[src/rtl/serializador_pkg.sv]
// rtl/serializador_pkg.sv - shared constants and state encoding for the PISO serializer
// Optional feature macro: SERIALIZADOR_PARITY_EN (adds the PARITY state).
package serializador_pkg;

  localparam int DEFAULT_WIDTH = 8;
  localparam int DEFAULT_DIV   = 4;

`ifdef SERIALIZADOR_PARITY_EN
  typedef enum logic [1:0] {
    ST_IDLE   = 2'd0,
    ST_SHIFT  = 2'd1,
    ST_PARITY = 2'd2
  } state_t;
`else
  typedef enum logic [0:0] {
    ST_IDLE  = 1'b0,
    ST_SHIFT = 1'b1
  } state_t;
`endif

endpackage

[src/rtl/serializador_piso_if.sv]
// rtl/serializador_piso_if.sv - word handshake and serial output bundle of the PISO serializer
// Signals:
//   DATA_IN / VALID_IN          producer -> serializer (parallel word offer)
//   READY_OUT                   serializer -> producer (word accepted when VALID_IN & READY_OUT)
//   BIT_OUT / BIT_CE            serial data and per-bit-period clock enable for the downstream register
//   BUSY / DONE                 status: not idle / last cycle of the frame
// Modports: master = word producer side, slave = serializer side.
interface serializador_piso_if
  import serializador_pkg::*;
#(
  parameter int WIDTH = DEFAULT_WIDTH
);

  logic [WIDTH-1:0] DATA_IN;
  logic             VALID_IN;
  logic             READY_OUT;
  logic             BIT_OUT;
  logic             BIT_CE;
  logic             BUSY;
  logic             DONE;

  modport master (
    output DATA_IN, VALID_IN,
    input  READY_OUT, BIT_OUT, BIT_CE, BUSY, DONE
  );

  modport slave (
    input  DATA_IN, VALID_IN,
    output READY_OUT, BIT_OUT, BIT_CE, BUSY, DONE
  );

endinterface

[src/rtl/serializador_piso_divisor_tick.sv]
// rtl/serializador_piso_divisor_tick.sv - bit-period divider: start strobe and end-of-period flag
// Ports:
//   clk, rst_n   clock, asynchronous active-low reset
//   en_i         count while high; held at period start while low
//   tick_o       high on the first cycle of each period
//   last_o       high on the last cycle of each period (same cycle as tick_o when DIV=1)
module divisor_tick
  import serializador_pkg::*;
#(
  parameter int DIV = DEFAULT_DIV
) (
  input  logic clk,
  input  logic rst_n,
  input  logic en_i,
  output logic tick_o,
  output logic last_o
);

  // Counter only needs to reach DIV-1; keep at least one bit for DIV=1.
  localparam int            CW      = (DIV > 1) ? $clog2(DIV) : 1;
  localparam logic [CW-1:0] CNT_MAX = CW'(DIV - 1);

  logic [CW-1:0] cnt_q;
  logic [CW-1:0] cnt_d;

  always_comb begin
    cnt_d = cnt_q;
    if (!en_i || cnt_q == CNT_MAX) begin
      cnt_d = '0;
    end else begin
      cnt_d = cnt_q + 1'b1;
    end
  end

  always_ff @(posedge clk or negedge rst_n) begin
    if (!rst_n) begin
      cnt_q <= '0;
    end else begin
      cnt_q <= cnt_d;
    end
  end

  assign tick_o = en_i && (cnt_q == '0);
  assign last_o = en_i && (cnt_q == CNT_MAX);

endmodule

[src/rtl/serializador_piso.sv]
// rtl/serializador_piso.sv - parallel-in serial-out serializer, MSB first, DIV clocks per bit
// Ports:
//   CLK      clock, rising edge
//   RESET_N  asynchronous active-low reset; aborts any frame in progress
//   bus      serializador_piso_if.slave: DATA_IN/VALID_IN/READY_OUT word handshake,
//            BIT_OUT/BIT_CE serial output, BUSY/DONE status
// Optional feature macro: SERIALIZADOR_PARITY_EN appends one even-parity bit period.
module serializador_piso
  import serializador_pkg::*;
#(
  parameter int WIDTH = DEFAULT_WIDTH,
  parameter int DIV   = DEFAULT_DIV
) (
  input  logic                CLK,
  input  logic                RESET_N,
  serializador_piso_if.slave  bus
);

  localparam int            IW       = $clog2(WIDTH);
  localparam logic [IW-1:0] IDX_LAST = IW'(WIDTH - 1);

  state_t           state_q;
  logic [WIDTH-1:0] shreg_q;
  logic [IW-1:0]    idx_q;
  logic             active;
  logic             tick;
  logic             period_end;
  logic             final_period;

`ifdef SERIALIZADOR_PARITY_EN
  logic             par_q;
`endif

  assign active = (state_q != ST_IDLE);

  divisor_tick #(
    .DIV (DIV)
  ) u_divisor_tick (
    .clk    (CLK),
    .rst_n  (RESET_N),
    .en_i   (active),
    .tick_o (tick),
    .last_o (period_end)
  );

  // The serial bit is always the shift register MSB; clearing the register
  // on frame end is what keeps BIT_OUT low in IDLE.
  always_ff @(posedge CLK or negedge RESET_N) begin
    if (!RESET_N) begin
      state_q <= ST_IDLE;
      shreg_q <= '0;
      idx_q   <= '0;
`ifdef SERIALIZADOR_PARITY_EN
      par_q   <= 1'b0;
`endif
    end else begin
      case (state_q)
        ST_IDLE: begin
          if (bus.VALID_IN) begin
            state_q <= ST_SHIFT;
            shreg_q <= bus.DATA_IN;
            idx_q   <= '0;
`ifdef SERIALIZADOR_PARITY_EN
            par_q   <= ^bus.DATA_IN;
`endif
          end
        end
        ST_SHIFT: begin
          if (period_end) begin
            if (idx_q == IDX_LAST) begin
              idx_q   <= '0;
`ifdef SERIALIZADOR_PARITY_EN
              state_q <= ST_PARITY;
              shreg_q <= {par_q, {(WIDTH - 1){1'b0}}};
`else
              state_q <= ST_IDLE;
              shreg_q <= '0;
`endif
            end else begin
              idx_q   <= idx_q + 1'b1;
              shreg_q <= {shreg_q[WIDTH-2:0], 1'b0};
            end
          end
        end
`ifdef SERIALIZADOR_PARITY_EN
        ST_PARITY: begin
          if (period_end) begin
            state_q <= ST_IDLE;
            shreg_q <= '0;
          end
        end
`endif
        default: state_q <= ST_IDLE;
      endcase
    end
  end

`ifdef SERIALIZADOR_PARITY_EN
  assign final_period = (state_q == ST_PARITY);
`else
  assign final_period = (state_q == ST_SHIFT) && (idx_q == IDX_LAST);
`endif

  // READY_OUT is gated by RESET_N so every output reads 0 while reset is held,
  // yet is high immediately after release so the first edge can accept.
  assign bus.READY_OUT = RESET_N && (state_q == ST_IDLE);
  assign bus.BUSY      = active;
  assign bus.BIT_CE    = tick;
  assign bus.BIT_OUT   = shreg_q[WIDTH-1];
  assign bus.DONE      = period_end && final_period;

endmodule

[src/flat_wrapper.sv]
// flat-port wrapper written by rule: the top's interface ports become plain ports
module serializador_piso_flat import serializador_pkg::*;
#(
  parameter int WIDTH = DEFAULT_WIDTH,
  parameter int DIV   = DEFAULT_DIV
)
  (CLK, RESET_N, bus_DATA_IN, bus_VALID_IN, bus_READY_OUT, bus_BIT_OUT, bus_BIT_CE, bus_BUSY, bus_DONE);
  serializador_piso_if #(.WIDTH(WIDTH)) bus_i ();
  input  logic CLK;
  input  logic RESET_N;
  input wire logic [$bits(bus_i.DATA_IN)-1:0] bus_DATA_IN;
  input wire logic [$bits(bus_i.VALID_IN)-1:0] bus_VALID_IN;
  output wire logic [$bits(bus_i.READY_OUT)-1:0] bus_READY_OUT;
  output wire logic [$bits(bus_i.BIT_OUT)-1:0] bus_BIT_OUT;
  output wire logic [$bits(bus_i.BIT_CE)-1:0] bus_BIT_CE;
  output wire logic [$bits(bus_i.BUSY)-1:0] bus_BUSY;
  output wire logic [$bits(bus_i.DONE)-1:0] bus_DONE;
  assign bus_i.DATA_IN = bus_DATA_IN;
  assign bus_i.VALID_IN = bus_VALID_IN;
  assign bus_READY_OUT = bus_i.READY_OUT;
  assign bus_BIT_OUT = bus_i.BIT_OUT;
  assign bus_BIT_CE = bus_i.BIT_CE;
  assign bus_BUSY = bus_i.BUSY;
  assign bus_DONE = bus_i.DONE;
  serializador_piso #(.WIDTH(WIDTH), .DIV(DIV)) u_core (.CLK(CLK), .RESET_N(RESET_N), .bus(bus_i));
endmodule
[config.mk]
export PLATFORM = sky130hd
export DESIGN_NAME = serializador_piso_flat
export DESIGN_NICKNAME = d
export VERILOG_FILES = /design/src/rtl/serializador_pkg.sv /design/src/rtl/serializador_piso_if.sv /design/src/rtl/serializador_piso_divisor_tick.sv /design/src/rtl/serializador_piso.sv /design/src/flat_wrapper.sv
export SDC_FILE = /design/constraint.sdc
export NUM_CORES = 1
export LEC_CHECK = 0
export CAP_MARGIN = 30
export CORE_UTILIZATION = 45
export CTS_BUF_LIST = sky130_fd_sc_hd__clkbuf_2 sky130_fd_sc_hd__clkbuf_4 sky130_fd_sc_hd__clkbuf_8
export DETAILED_ROUTE_END_ITERATION = 10
export PLACE_DENSITY = 0.76
export SKIP_CTS_REPAIR_TIMING = 1
export SLEW_MARGIN = 20
export SYNTH_ARGS = -nofsm -noshare
export SYNTH_HDL_FRONTEND = slang
export SYNTH_SLANG_ARGS = --single-unit
[constraint.sdc]
create_clock -name CLK -period 1.15 [get_ports CLK]
set_input_delay 0.23 -clock CLK [delete_from_list [all_inputs] [get_ports CLK]]
set_output_delay 0.23 -clock CLK [all_outputs]
set_load 0.005 [all_outputs]
== Yosys cells after proc, flatten, opt, wreduce, memory -nomap -nowiden ==
Index checks and enable logic that the tools add are counted.
Operators by class
  add/sub/neg operators: 2
  equal/unequal tests: 4
  muxes and demuxes: 13
  bitwise logic cells: 1
  reductions and logical operators: 9
Operators with widths (number)
  $mux W8: 3
  $pmux W8 S2: 1
  $mux W3: 3
  $pmux W3 S2: 1
  $logic_and A1 B1 Y1: 5
  $ne A2 B2 Y1 const B: 2
  $add A3 B1 Y3 const B: 1
  $eq A3 B3 Y1 const B: 1
  $mux W1: 3
  $add A2 B1 Y2 const B: 1
  $eq A2 B2 Y1 const B: 1
  $logic_not A2 Y1: 1
  $mux W2: 1
  $pmux W1 S2: 1
  $reduce_and A2 Y1: 1
  $logic_not A1 Y1: 1
  $logic_or A1 B1 Y1: 1
  $not A1 Y1: 1
Word-level totals
  bits in registers: 14
  input port bits: 11
  logic and storage cells: 33

== Logic depth before layout (Yosys ltp) ==
Gate-level depths: netlist (run 1).
  word-level depth: 4
  depth in mapped cells: 6

== Hierarchy ==
Synthesis (run 1) repeated with hierarchy kept, for this count alone.
Unflattened totals
  cell total of the unflattened synthesis: 64
  area total of the unflattened synthesis: 690.7 um2
By module, submodules not included
  serializador_piso: times used 1, cells each 54, area an instance 573.0 um2, sequential area each 300.3 um2
  divisor_tick: times used 1, cells each 10, area an instance 117.6 um2, sequential area each 50.0 um2

== Least setup slack after synthesis (run 1) ==
No wires, ideal clock.
  path kind: register -> register
  start point: register u_core.u_divisor_tick.cnt_q[0]
  end point: register u_core.idx_q[0]
  arrival: 1.157 ns
  slack: -0.085 ns
  cell stages (with the launch flop): 6
  period minus slack after synthesis: 1.235 ns
  cells stage by stage: dfrtp_1 > ha_1 > mux2i_4 > buf_6 > nand2_1 > o21ai_1
Between the ends
  cells in the longest elaborated chain, start to end: 4
RTL lines
  start: declaration: line serializador_piso_divisor_tick.sv:23  | logic [CW-1:0] cnt_q;
  start signal: assignment: line serializador_piso_divisor_tick.sv:39  | cnt_q <= cnt_d;
  $eq A2 B2 Y1: line serializador_piso_divisor_tick.sv:44  | assign last_o = en_i && (cnt_q == CNT_MAX);
  $logic_and A1 B1 Y1: line serializador_piso_divisor_tick.sv:44
  $ne A2 B2 Y1 (no source line)
  $reduce_and A2 Y1 (no source line)
  end signal: assignment: line serializador_piso.sv:80  | idx_q <= idx_q + 1'b1;
  end: declaration: line serializador_piso.sv:24  | logic [IW-1:0] idx_q;
Every way passes these cells.
A chain may end at the register's enable or synchronous reset.

== Worst setup path in the final report (run 1) ==
  start point: register u_core.idx_q[0]
  end point: output bus_DONE
Between the ends
  cells in the longest elaborated chain, start to end: 3
RTL lines
  $eq A3 B3 Y1: line serializador_piso.sv:101  | assign final_period = (state_q == ST_SHIFT) && (idx_q == IDX_LAST);
  $logic_and A1 B1 Y1: line serializador_piso.sv:101
  $logic_and A1 B1 Y1: line serializador_piso.sv:110  | assign bus.DONE = period_end && final_period;
  end: declaration: line flat_wrapper.sv:17  | output wire logic [$bits(bus_i.DONE)-1:0] bus_DONE;
Every way passes these cells.

==> results of run 1 <==
==> sequential cells by signal, indices dropped and copies added, names as in the netlist <==
name and flops:
u_core.shreg_q 8, u_core.idx_q 3, u_core.u_divisor_tick.cnt_q 2, u_core.bus.BUSY 1
==> cells by family (layout without fill, tap and decap cells) <==
| kind of cell | Yosys count | in the layout | synth area share [%] |
|---|---|---|---|
| AO/OA/AOI/OAI | 18 | 18 | 18.8 |
| adder cells (fa/ha/maj) | 4 | 4 | 7.44 |
| buffers and inverters | 5 | 39 | 4.28 |
| flip-flops | 14 | 14 | 52.0 |
| multiplexers | 2 | 2 | 4.83 |
| AND/OR/NAND/NOR | 18 | 18 | 12.6 |
==> through the flow <==
stage                     setup TNS [ns]  hold slack, ns  worst slack, ns  total power [uW]
after floorplan                   -0.189         -0.0656          -0.0423              1530
after global placement             -2.53           0.469           -0.410              1890
after detailed placement           -2.81           0.482           -0.447              1950
after CTS                          -3.91           0.286           -0.708              2290
after global routing               -3.97           0.312           -0.394              3060
final                              -3.31           0.278           -0.343              2870
==> power breakdown <==
part           internal, uW  total (uW)  switching (uW)  leakage, uW
Sequential              715         901             186     0.000169
Clock                   192         346             154    0.0000210
Combinational           919        1620             698     0.000315
==> layout make-up <==
type                    instances  area (um2)  area share, %
clock buffers                   4        36.3           3.26
inverters                       2        7.51          0.675
multi-input cells              42         398           35.8
flip-flops and latches         14         350           31.5
well taps                      15        18.8           1.69
repair buffers                 33         302           27.1
==> worst max-delay path by stage <==
stage | startpoint | end | slack (ns) | depth (start not counted)
detailed placement | RESET_N | bus_READY_OUT | -0.45 | 3
floorplan | u_core.idx_q[0] | u_core.shreg_q[1] | -0.04 | 6
global route | u_core.idx_q[0] | bus_DONE | -0.39 | 4
global placement | RESET_N | bus_READY_OUT | -0.41 | 3
CTS | u_core.idx_q[1] | bus_DONE | -0.71 | 4
finish | u_core.idx_q[0] | bus_DONE | -0.34 | 4
==> placed cells by master, fill, tap and decap left out <==
cell,n
nand2_1,2
clkbuf_2,3
inv_1,1
and2_1,1
clkbuf_8,1
o22ai_1,1
dlymetal6s2s_1,1
and3b_1,1
mux2i_4,1
and3_4,1
inv_2,1
ha_4,2
a22oi_1,2
a22oi_2,5
buf_6,9
ha_2,2
nor2_1,2
dfrtp_1,14
mux2i_1,1
buf_2,1
o21ai_1,3
buf_4,9
o21ai_2,5
nor2b_2,1
clkdlybuf4s50_1,10
a32o_1,2
nand2_4,2
nand2_2,6
clkbuf_4,3
nor2b_1,2
==> critical path, delay by kind of cell (launching register included) <==
kind / cells / cell delay [ns]
buf+inv: 1 / 0.10
fa+ha+maj: 2 / 0.36
simple gates: 1 / 0.14
flops: 1 / 0.39
==> per-layer routing <==
metal  GRT usage [%]  share of wire [%]  routed length (um)
met1            24.6                 46                 802
met2            31.0                 49                 846
met3            8.15                4.5                  78
met4            2.50                  0                   0
met5               0                  0                   0
==> run_results.csv, run 1 <==
group,metric,value,unit
sta,setup_ws,-0.343,ns
global_routing,grt_use_total,19.2,%
global_routing,grt_pass1_vias,440,
global_routing,grt_pass1_wl,1990,um
critical_path,critPathArrivalTime,1.26,ns
synth,yosys_warnings,0,
detailed_routing,drt_first_pass_iters,4,
critical_path,critPathMaxFanout,2,
flow_run,drv_cap,0,
synth,synthesis.area,673,um2
global_routing,grt_max_degree,15,
synth,synth-seq-cells,14,
synth,synth-edff-count,0,
place,place_area,931,um2
layout,drive_gt1_share,54.7,%
critical_path,r2r_slack,-0.30,ns
detailed_routing,vias,589,
die,start_util,49.9,%
layout,final_util,82.4,%
power,powerDensity,2580,nW/um2
sta,post-route-min-period,1.49,ns
layout,antenna_cells,0,
die,die_area,1650,um2
critical_path,r2r-start,"u_core.u_divisor_tick.cnt_q[0]",
synth,ys_types,18,
layout,finalNonFillerCells,110,
layout,fin_nets,111,
place,portBuffers,15,
synth,synth_commonest_cells,"dfrtp_1 (14), nand2_1 (10), a22oi_1 (7)",
clocking,cts_made_buffers,3,
power,leakagePower,0.000506,uW
layout,n_fill_cell,75,
sta,clock.fmax,0.670,GHz
layout,syn2layout_area_growth,65.2,%
detailed_routing,routed_wl,1730,um
outcome,violations,"negative setup slack",
sta,clock-skew-final,0.00709,ns
outcome,outcome,"finished, violations left",
critical_path,cp.required,0.92,ns
die,io_pins,16,
clocking,clk_pin_slew_worst_paths,0.09,ns
layout,final_area,1110,um2
die,core-area,1350,um2
synth,syn-num-nets,76,
detailed_routing,viasPerCell,5.35,
synth,synth_top_area_cell,"dfrtp_1",
synth,ys.flop_type,"dfrtp_1",
critical_path,crit_type,"register to output pin",
critical_path,crit_path_max_incr_delay,0.39,ns
detailed_routing,final_antenna_net_count,0,
place,dp_hpwl,977,um
power,ir_drop,1.64,mV
sta,slew_viol_final,0,
synth,synth_seq_area_share,52.0,%
sta,setup_viol,13,
sta,worstMarginPinSlew,0.296,ns
worst_hold_path,hold_class,"primary input to async pin",
sta,relSlewSlack,79.8,%
detailed_routing,drcViolationCount,0,
critical_path,rr_endpoint,"u_core.shreg_q[2]",
synth,async_flop_share,100,%
synth,syn_avg_cell_area,11.0,um2
place,gp_congestion,0.652,
sta,hold_viol,0,
critical_path,reg2reg_depth,6,
clocking,cts_buffer_depth,2,
synth,synth_top_area_share,52.0,%
clocking,clock_latency,0.28,ns
clocking,cts.sinks,14,
synth,synth.most_common_cell,"dfrtp_1",
critical_path,slowest_stage,"dfrtp_1",
place,dp_cells,99,
critical_path,worst_setup_path_start_kind,"register",
sta,finalCritPeriodShare,130,%
critical_path,path_cells,"ha_2, ha_4, and3_4, clkbuf_2",
die,rows,13,
die,die_x,40.7,um
detailed_routing,drt-wirelength-per-cell,15.7,um
critical_path,endpoint_kind,"output pin",
global_routing,grt.overflow.total,0,
sta,rsz0062_at_grt,"true",
global_routing,grt_antenna_before_repair,0,
clocking,cts.htree.levels,1,
die,chipHeight,40.7,um
detailed_routing,drt_iter0_drc,11,
synth,syn_inst,61,
clocking,cts_tree,"done",
clocking,clockRootBuffer,"clkbuf_4",
synth,synth.area.top_cells,"dfrtp_1 (52%), a22oi_1 (7.8%), ha_1 (7.4%), nand2_1 (5.6%), o21ai_1 (4.5%)",
No activity file was read; power rests on OpenSTA's default activity.
==> run 2, diff against run 1 <==
--- a/config.mk
+++ b/config.mk
@@ -11,3 +11,3 @@
 export DETAILED_ROUTE_END_ITERATION = 10
-export PLACE_DENSITY = 0.76
+export PLACE_DENSITY_LB_ADDON = 0.12
 export SKIP_CTS_REPAIR_TIMING = 1
--- a/constraint.sdc
+++ b/constraint.sdc
@@ -3,2 +3,2 @@
 set_output_delay 0.23 -clock CLK [all_outputs]
-set_load 0.005 [all_outputs]
+set_load 0.01 [all_outputs]
==> run 2 against run 1 <==
  * The run still ends with negative setup slack left
  * Final cell count decreased by 1.8%
  * Largest power group unchanged
  * Clock power is 7.2% higher
  * Combinational power decreased by 5%
  * Critical path type unchanged
  * Maximum frequency is 3.5% lower
==> run_results.csv, run 2 (synthesis results as in run 1) <==
group,metric,value,unit
outcome,outcome,"finished, violations left",
outcome,violations,"negative setup slack",
critical_path,reg2reg_depth,6,
place,dp_hpwl,944,um
global_routing,use_met2,32.9,%
die,start_util,49.9,%
sta,setup_viol,13,
critical_path,worst_setup_path_start_kind,"register",
die,io_pins,16,
detailed_routing,drt_iter0_drc,9,
place,place_area,922,um2
clocking,clk_pin_slew_worst_paths,0.10,ns
sta,worstMarginPinSlew,0.288,ns
layout,top_regs,"u_core.shreg_q x8, u_core.idx_q x3, u_core.u_divisor_tick.cnt_q x2",
sta,setup_tns,-3.15,ns
power,p_clk_share,13.2,%
layout,final_common_cell,"dfrtp_1",
detailed_routing,drt-wirelength-per-cell,17.4,um
global_routing,grt_pass1_wl,2040,um
clocking,cts.sinks,14,
critical_path,r2r_slack,-0.29,ns
clocking,cts_tree,"done",
clocking,cts.htree.levels,1,
detailed_routing,drcViolationCount,0,
critical_path,rr_endpoint,"u_core.shreg_q[7]",
layout,syn2layout_area_growth,64.9,%
sta,clock.fmax,0.647,GHz
detailed_routing,drt_first_pass_iters,4,
clocking,cts_buffer_depth,2,
global_routing,grt_max_degree,16,
power,p_sw,1050,uW
sta,relSlewSlack,80.4,%
critical_path,r2r-start,"u_core.idx_q[0]",
sta,setup_ws,-0.397,ns
layout,largest_reg_flops,8,
critical_path,endpoint_kind,"output pin",
place,gp_congestion,0.726,
power,powerDensity,2530,nW/um2
layout,drive_gt1_share,49.5,%
layout,mostFrequentLayoutCells,"dfrtp_1 (13), buf_4 (11), clkdlybuf4s50_1 (10), o21ai_2 (7)",
detailed_routing,routed_wl,1880,um
global_routing,grt_pass1_vias,493,
power,combPwrFrac,54.9,%
critical_path,critPathArrivalTime,1.32,ns
clocking,clockRootBuffer,"clkbuf_4",
power,swShare,37.3,%
global_routing,grt_use_total,20.1,%
power,ir_drop,1.65,mV
flow_run,drv_cap,0,
layout,fin_nets,109,
sta,slew_viol_final,0,
die,rows,13,
global_routing,use_met3,4.89,%
detailed_routing,final_antenna_net_count,0,
sta,rsz0062_at_grt,"true",
sta,hold_viol,0,
sta,clock-skew-final,0.00258,ns
sta,post-route-min-period,1.55,ns
sta,finalCritPeriodShare,134,%
place,portBuffers,15,
global_routing,grt_antenna_before_repair,0,
layout,final_area,1110,um2
layout,antenna_cells,0,
critical_path,critPathMaxFanout,2,
global_routing,grt-busiest-layer,"met2",
critical_path,crit_type,"register to output pin",
clocking,cts_made_buffers,3,
clocking,clock_latency,0.28,ns
die,die_x,40.7,um
layout,regMostFlops,"u_core.shreg_q",
die,chipHeight,40.7,um
global_routing,use_met1,23.7,%
power,seqPwrFrac,31.9,%
critical_path,cp.required,0.92,ns
power,p_int,1760,uW
detailed_routing,vias,581,
global_routing,grt.overflow.total,0,
detailed_routing,viasPerCell,5.38,
die,core-area,1350,um2
power,leakagePower,0.000511,uW
die,die_area,1650,um2
worst_hold_path,hold_class,"primary input to async pin",
-- run 2: changes by cell type in the layout (fill, tap and decap cells not counted), sizes merged --
cell / change
buf: -1
clkbuf: -1
-- run 2: power by group through the flow --
stage                     Combinational [uW]  Clock [uW]  Sequential, uW
after floorplan                          696           0             855
after global placement                  1010           0             858
after detailed placement                1070           0             870
after CTS                               1080         369             860
after global routing                    1650         392             918
final                                   1540         371             899
-- run 2: worst max-delay path by stage --
| stage | slack [ns] | cells past startpoint | endpoint | from |
|---|---|---|---|---|
| detailed placement | -0.47 | 4 | bus_DONE | u_core.idx_q[1] |
| CTS | -0.79 | 4 | bus_DONE | u_core.idx_q[1] |
| finish | -0.40 | 4 | bus_DONE | u_core.idx_q[0] |
| global route | -0.43 | 4 | bus_DONE | u_core.idx_q[1] |
| global placement | -0.44 | 3 | bus_READY_OUT | RESET_N |
| floorplan | -0.04 | 6 | u_core.shreg_q[1] | u_core.idx_q[0] |
-- run 2: layer usage --
metal | part of all wire [%] | vias to the layer above
li1 | - | 281
met1 | 43 | 287
met2 | 54 | 13
met3 | 3.0 | 0
met4 | 0 | 0
met5 | 0 | -
-- run 2: layout make-up --
cell class / instances / area (um2)
timing repair buffer: 31 / 313
inverter: 2 / 7.51
tap: 15 / 18.8
multi-input combinational: 42 / 383
clock buffer: 4 / 36.3
fill: 75 / 240
sequential: 14 / 352
-- run 2: critical path, stage by stage (launching register included) --
cell and delay (ns):
dfrtp_1 0.40, ha_2 0.21, ha_4 0.17, and3_4 0.15, buf_6 0.11
-- run 2: per-stage QoR --
stage	instances	worst slack [ns]	hold WS, ns	power [uW]	util [%]
global route	108	-0.430	0.308	2960	82.2
finish	108	-0.397	0.291	2810	82.2
detailed placement	96	-0.467	0.469	1940	68.3
global placement	96	-0.440	0.463	1870	68.3
CTS	100	-0.791	0.275	2310	71.0
floorplan	61	-0.0419	-0.0656	1550	-
